<file path="config.mk">
export PLATFORM = sky130hd
export DESIGN_NAME = vga_timing_gen
export DESIGN_NICKNAME = d
export VERILOG_FILES = /design/src/rtl/vga_pkg.sv /design/src/rtl/vga_test_pattern.sv /design/src/rtl/vga_timing_gen.sv
export SDC_FILE = /design/constraint.sdc
export NUM_CORES = 1
export LEC_CHECK = 0
export BUFFER_PORTS_ARGS = -buffer_cell sky130_fd_sc_hd__clkbuf_2
export CORE_AREA = 4 4 62 64
export DETAILED_ROUTE_END_ITERATION = 16
export DIE_AREA = 0 0 66 68
export PLACE_DENSITY = 0.76
export SLEW_MARGIN = 20
export SYNTH_ARGS = -nofsm -noshare
export SYNTH_HDL_FRONTEND = slang
export SYNTH_SLANG_ARGS = --single-unit
</file>
<file path="constraint.sdc">
create_clock -name clk -period 2.5 [get_ports clk]
set_input_delay 0.25 -clock clk [delete_from_list [all_inputs] [get_ports clk]]
set_output_delay 0.25 -clock clk [all_outputs]
set_load 0.02 [all_outputs]
</file>
<file path="src/rtl/vga_pkg.sv">
// rtl/vga_pkg.sv - shared 640x480@60 timing constants, colour type and test-bar palette
// Optional feature macro: VGA_TEST_PATTERN_EN (the palette is used only when it is defined)
package vga_pkg;

    localparam int VGA_H_ACTIVE = 640;
    localparam int VGA_H_FP     = 16;
    localparam int VGA_H_SYNC   = 96;
    localparam int VGA_H_BP     = 48;
    localparam int VGA_V_ACTIVE = 480;
    localparam int VGA_V_FP     = 10;
    localparam int VGA_V_SYNC   = 2;
    localparam int VGA_V_BP     = 33;
    localparam int VGA_CNT_W    = 10;

    typedef struct packed {
        logic [3:0] r;
        logic [3:0] g;
        logic [3:0] b;
    } rgb444_t;

    // Bars left to right: white, yellow, cyan, green, magenta, red, blue, black.
    localparam rgb444_t [0:7] VGA_BAR_COLOURS = {
        12'hFFF, 12'hFF0, 12'h0FF, 12'h0F0,
        12'hF0F, 12'hF00, 12'h00F, 12'h000
    };

endpackage

</file>
<file path="src/rtl/vga_test_pattern.sv">
// rtl/vga_test_pattern.sv - combinational eight-bar colour generator
// Ports:
//   x   in  CNT_W  horizontal position
//   de  in  1      visible-area flag; colour is forced to black when low
//   rgb out rgb444_t bar colour for this position
module vga_test_pattern
    import vga_pkg::*;
#(
    parameter int CNT_W = VGA_CNT_W,
    parameter int BAR_W = VGA_H_ACTIVE / 8
) (
    input  logic [CNT_W-1:0] x,
    input  logic             de,
    output rgb444_t          rgb
);

    logic [CNT_W-1:0] bar;

    assign bar = x / CNT_W'(BAR_W);

    always_comb begin
        rgb = '0;
        if (de && (bar < CNT_W'(8))) begin
            rgb = VGA_BAR_COLOURS[bar[2:0]];
        end
    end

endmodule

</file>
<file path="src/rtl/vga_timing_gen.sv">
// rtl/vga_timing_gen.sv - VGA raster timing generator with registered, mutually aligned outputs
// Optional feature macro: VGA_TEST_PATTERN_EN adds registered r/g/b colour-bar outputs.
// Ports:
//   clk          in   pixel clock
//   reset        in   synchronous, active-high
//   x, y         out  CNT_W  raster position (one clock behind the counters)
//   de           out  visible-area flag
//   hsync, vsync out  syncs, active level set by HSYNC_POL / VSYNC_POL
//   line_start   out  one-clock pulse at the first pixel of each line
//   frame_start  out  one-clock pulse at the first pixel of each frame
//   r, g, b      out  4 bits each, only with VGA_TEST_PATTERN_EN
module vga_timing_gen
    import vga_pkg::*;
#(
    parameter int H_ACTIVE  = VGA_H_ACTIVE,
    parameter int H_FP      = VGA_H_FP,
    parameter int H_SYNC    = VGA_H_SYNC,
    parameter int H_BP      = VGA_H_BP,
    parameter int V_ACTIVE  = VGA_V_ACTIVE,
    parameter int V_FP      = VGA_V_FP,
    parameter int V_SYNC    = VGA_V_SYNC,
    parameter int V_BP      = VGA_V_BP,
    parameter bit HSYNC_POL = 1'b0,
    parameter bit VSYNC_POL = 1'b0,
    parameter int CNT_W     = VGA_CNT_W
) (
    input  logic             clk,
    input  logic             reset,
    output logic [CNT_W-1:0] x,
    output logic [CNT_W-1:0] y,
    output logic             de,
    output logic             hsync,
    output logic             vsync,
    output logic             line_start,
    output logic             frame_start
`ifdef VGA_TEST_PATTERN_EN
    ,
    output logic [3:0]       r,
    output logic [3:0]       g,
    output logic [3:0]       b
`endif
);

    localparam int H_TOTAL = H_ACTIVE + H_FP + H_SYNC + H_BP;
    localparam int V_TOTAL = V_ACTIVE + V_FP + V_SYNC + V_BP;

    localparam logic [CNT_W-1:0] H_LAST     = CNT_W'(H_TOTAL - 1);
    localparam logic [CNT_W-1:0] V_LAST     = CNT_W'(V_TOTAL - 1);
    localparam logic [CNT_W-1:0] H_VIS      = CNT_W'(H_ACTIVE);
    localparam logic [CNT_W-1:0] V_VIS      = CNT_W'(V_ACTIVE);
    localparam logic [CNT_W-1:0] HS_FIRST   = CNT_W'(H_ACTIVE + H_FP);
    localparam logic [CNT_W-1:0] HS_LAST    = CNT_W'(H_ACTIVE + H_FP + H_SYNC - 1);
    localparam logic [CNT_W-1:0] VS_FIRST   = CNT_W'(V_ACTIVE + V_FP);
    localparam logic [CNT_W-1:0] VS_LAST    = CNT_W'(V_ACTIVE + V_FP + V_SYNC - 1);

    logic [CNT_W-1:0] h;
    logic [CNT_W-1:0] v;
    logic             h_wrap;
    logic             v_wrap;
    logic             de_d;
    logic             hs_act;
    logic             vs_act;

    // >= rather than == so an out-of-range value still returns to 0.
    assign h_wrap = (h >= H_LAST);
    assign v_wrap = (v >= V_LAST);

    always_ff @(posedge clk) begin
        if (reset) begin
            h <= '0;
            v <= '0;
        end else if (h_wrap) begin
            h <= '0;
            v <= v_wrap ? '0 : v + CNT_W'(1);
        end else begin
            h <= h + CNT_W'(1);
        end
    end

    // v only moves when h wraps, so vsync edges fall at h==0 by construction.
    assign de_d   = (h < H_VIS) && (v < V_VIS);
    assign hs_act = (h >= HS_FIRST) && (h <= HS_LAST);
    assign vs_act = (v >= VS_FIRST) && (v <= VS_LAST);

    always_ff @(posedge clk) begin
        if (reset) begin
            x           <= '0;
            y           <= '0;
            de          <= 1'b0;
            hsync       <= ~HSYNC_POL;
            vsync       <= ~VSYNC_POL;
            line_start  <= 1'b0;
            frame_start <= 1'b0;
        end else begin
            x           <= h;
            y           <= v;
            de          <= de_d;
            hsync       <= hs_act ? HSYNC_POL : ~HSYNC_POL;
            vsync       <= vs_act ? VSYNC_POL : ~VSYNC_POL;
            line_start  <= (h == '0);
            frame_start <= (h == '0) && (v == '0);
        end
    end

`ifdef VGA_TEST_PATTERN_EN
    rgb444_t bar_rgb;

    vga_test_pattern #(
        .CNT_W (CNT_W),
        .BAR_W (H_ACTIVE / 8)
    ) u_test_pattern (
        .x   (h),
        .de  (de_d),
        .rgb (bar_rgb)
    );

    // Registered from the same (h,v) decode as de so colour stays aligned.
    always_ff @(posedge clk) begin
        if (reset) begin
            r <= '0;
            g <= '0;
            b <= '0;
        end else begin
            r <= bar_rgb.r;
            g <= bar_rgb.g;
            b <= bar_rgb.b;
        end
    end
`endif

endmodule

</file>
# After elaboration in Yosys (flattened, before gate mapping)
# Index checks and enable logic that the tools add are counted.
# word_totals
reg_bits	45
in_bits	2
out_inout_bits	25
word_cells	29
# op_classes
n_addsub	2
magnitude_cmp	8
muxes	3
reduce_logical	7
# ops
cell	count
greater-or-equal comparator 10 bit, second input constant	3
adder 10 x 1 -> 10 bit, second input constant	2
zero test 10 bit	2
greater-or-equal comparator 10 x 9 -> 1 bit, second input constant	1
less-or-equal comparator 10 bit, second input constant	1
less-or-equal comparator 10 x 9 -> 1 bit, second input constant	1
less-than comparator 10 bit, second input constant	1
less-than comparator 10 x 9 -> 1 bit, second input constant	1
two-way mux 10 bit	1
logical AND 1 bit	4
two-way mux 1 bit	2
OR reduction 2 bit	1

# Logic depth before layout (Yosys ltp)
# depth
depth_word	3
mapped_depth	6
ltp_nobuf	6

# Worst setup path before layout
# OpenSTA, ideal clock, no wires.
# synth_path
path_kind	register to register
startpoint	register v[4]
endpoint	register v[3]
setup_time_ps	93
t_arrival_ps	1691
t_required_ps	2407
slack_ps	715
path_stages_with_launch	6
n_path_buf	1
cell_sequence	dfxtp_1 buf_6 or3_4 o41ai_4 nand4_4 o311ai_2
# synth_between
elab_chain_len	2
# synth_lines
element	line_no	rtl
start: declaration	vga_timing_gen.sv:57	logic [CNT_W-1:0] v;
start signal: assignment	vga_timing_gen.sv:74	v <= v_wrap ? '0 : v + CNT_W'(1);
greater-or-equal comparator 10 bit	vga_timing_gen.sv:66	assign v_wrap = (v >= V_LAST);
two-way mux 10 bit	vga_timing_gen.sv:74	
# No other way between the ends.
# A chain may end at the register's enable or synchronous reset.

# Worst setup path after layout
# Same ends and word-level chain as after synthesis.

==> flow_summary.toml <==
[status]
status = "finished, final reports clean"

[logic_synthesis]
syn_nets = 190
ys_ff_latch = 45
syn_inst = 184
postSynthAreaPerCell_sq_um = 9.68
netlist_area_sq_um = 1780
async_reset_ff_share_pct = 0
ys_warn_count = 0
synth_ff_type = "dfxtp_1"
synth_cell_types = 42
synth_edf_count = 0
yosysSeqAreaShare_pct = 50.6

[timing]
setup_violations = 0
clock.fmax_mhz = 521
fin_skew_ps = 2.86
hold_viol_final = 0
tightestPinTransition_ps = 516
setup_tns_ps = 0
finalCritPeriodShare_pct = 76.7
fin_crit_ps = 1920
slew_headroom_pct = 65.3
setup_ws_ps = 582
rsz0062_at_grt = "false"
maxSlewViolCount = 0

[placement]
pre_cts_ws_ps = 613
dp_hpwl_um = 2490
place.gp.congestion = 0.816
post_dp_cell_area_sq_um = 1930
port_buffers = 26

[clock_network]
root_buffer = "clkbuf_4"
ctsHoldBuffers = 0
cts_setup_buffers = 0
htree_num_levels = 2
worstSkewPairLatency_ps = 340
cts_sinks = 45
cts_tree = "done"
numCtsBuffers = 5
clockBufferDepth = 2
ctsResizeCount = 0
clkTransAtPathRegs_ps = 120

[setup_path]
critPathKind = "reg2reg"
timing.critical_path.cells = "or3_4, o41ai_4, nand4_4, o311ai_2"
startpoint_type = "flop"
end_kind = "flop"
worstPathMaxFanout = 10
slowest_stage = "o41ai_4"
slowest_delay_ps = 480
critPathRequiredTime_ps = 2760
critPathArrivalTime_ps = 2180

[detailed_routing]
viasPerCell = 5.42
drtAntennaViolNets = 0
routedWlPerCell_um = 13.9
num_vias = 1370
drc = 0
wirelength_um = 3510
drtIter0Drc = 89
drtPass1Iterations = 5

[die]
io_pins = 27
core_area_sq_um = 3280
dieArea_sq_um = 4490
initial_core_util_pct = 54.2
dieWidth_um = 66
rows = 21
dieHeight_um = 68

[power_and_ir_drop]
p_leak_nw = 0.797
ir_drop_mv = 0.308
power.density_nw_per_um2 = 647
power.total_mw = 1.28
pwr-share-comb_pct = 12.2
pwr-share-clk_pct = 24.3
power.switching_mw = 0.347
p_int_mw = 0.932
sw_frac_of_total_pct = 27.1
pwr-share-seq_pct = 63.5

[finish]
mostFrequentLayoutCells = "dfxtp_1 (45), clkbuf_2 (26), nor2_1 (17)"
fin_area_sq_um = 1980
num-nets-final = 214
fin_util_pct = 60.2
n_antenna_cell = 0
layout_commonest_cell = "dfxtp_1"
syn2layout_area_growth_pct = 11.0
drive_gt1_share_pct = 19.3

[global_routing]
antenna_found_initial = 0
grt_pass1_wl_um = 6020
grt_max_degree = 19
grt.total_usage_pct = 17.6
grt_pass1_vias = 1323
grt.overflow.total = 0

[flow_run]
max-cap-violations = 0

[hold_path]
hold_class = "in2reg"
## path summary, 6_finish.rpt
path | depth (start not counted) | start | end | slack, ps
worst max-delay path | 4 | v[4] | v[3] | 580
worst min-delay path | 2 | reset | x[5] | 340
worst max register to register | 4 | v[4] | v[3] | 580
worst min register to register | 1 | h[0] | h[0] | 510
## sequential cells by signal, summed over array words and instances, names as in the netlist
signal / cells
frame_start: 1
hsync: 1
de: 1
vsync: 1
y: 10
x: 10
v: 10
h: 10
line_start: 1
## worst max-delay path, delay by kind of cell (launching register included)
family,cells,cell delay (ps)
AOI/OAI and AO/OA,2,760
and+or+nand+nor,2,670
DFF,1,410
## kinds of logic after synthesis
| logic type | Yosys count | synth area share [%] |
|---|---|---|
| buffers and inverters | 17 | 4.08 |
| and+or+nand+nor | 81 | 26.2 |
| xor gates and xnor gates | 7 | 3.44 |
| adders and majority gates | 4 | 2.81 |
| AOI/OAI and AO/OA | 29 | 12.3 |
| muxes | 1 | 0.562 |
| DFF | 45 | 50.6 |
## layout make-up
class | count | area, sq um
Clock buffer | 5 | 37.5
Clock inverter | 1 | 5.00
Fill cell | 300 | 1310
Inverter | 6 | 22.5
Multi-Input combinational cell | 122 | 807
Sequential cell | 45 | 901
Tap cell | 46 | 57.6
Timing Repair Buffer | 28 | 145
## metrics by stage
| stage | hold WS, ps | instances |
|---|---|---|
| after floorplan | 333 | 184 |
| after global placement | 455 | 247 |
| after detailed placement | 465 | 247 |
| after CTS | 326 | 253 |
| after global routing | 341 | 253 |
| final | 345 | 253 |
## power groups by stage
stage	sequential [mW]	combinational [mW]	clock (mW)
detailed placement	0.828	0.156	0
global route	0.821	0.174	0.350
floorplan	0.848	0.0872	0
finish	0.812	0.156	0.310
CTS	0.812	0.158	0.318
global placement	0.825	0.154	0
## cell usage after synthesis (4+ instances only)
cell	count	area, sq um
nand4_1	5	31.3
nor3_1	4	20.0
ha_1	4	50.1
nand2_1	11	41.3
a21oi_1	9	45.0
inv_1	6	22.5
nand3_1	7	35.0
dfxtp_1	45	901
nor2_1	17	63.8
xnor2_1	4	35.0
nor2b_1	13	81.3
clkbuf_1	9	33.8
## metal layers
layer	track usage (%)	vias up	wire length, um	share of wire [%]
li1	-	691	-	-
met2	28.3	32	1650	47
met5	0	-	0	0
met4	7.61	0	23	0.66
met1	22.1	645	1650	47
met3	4.93	2	186	5.3
No activity file was read; power rests on OpenSTA's default activity.
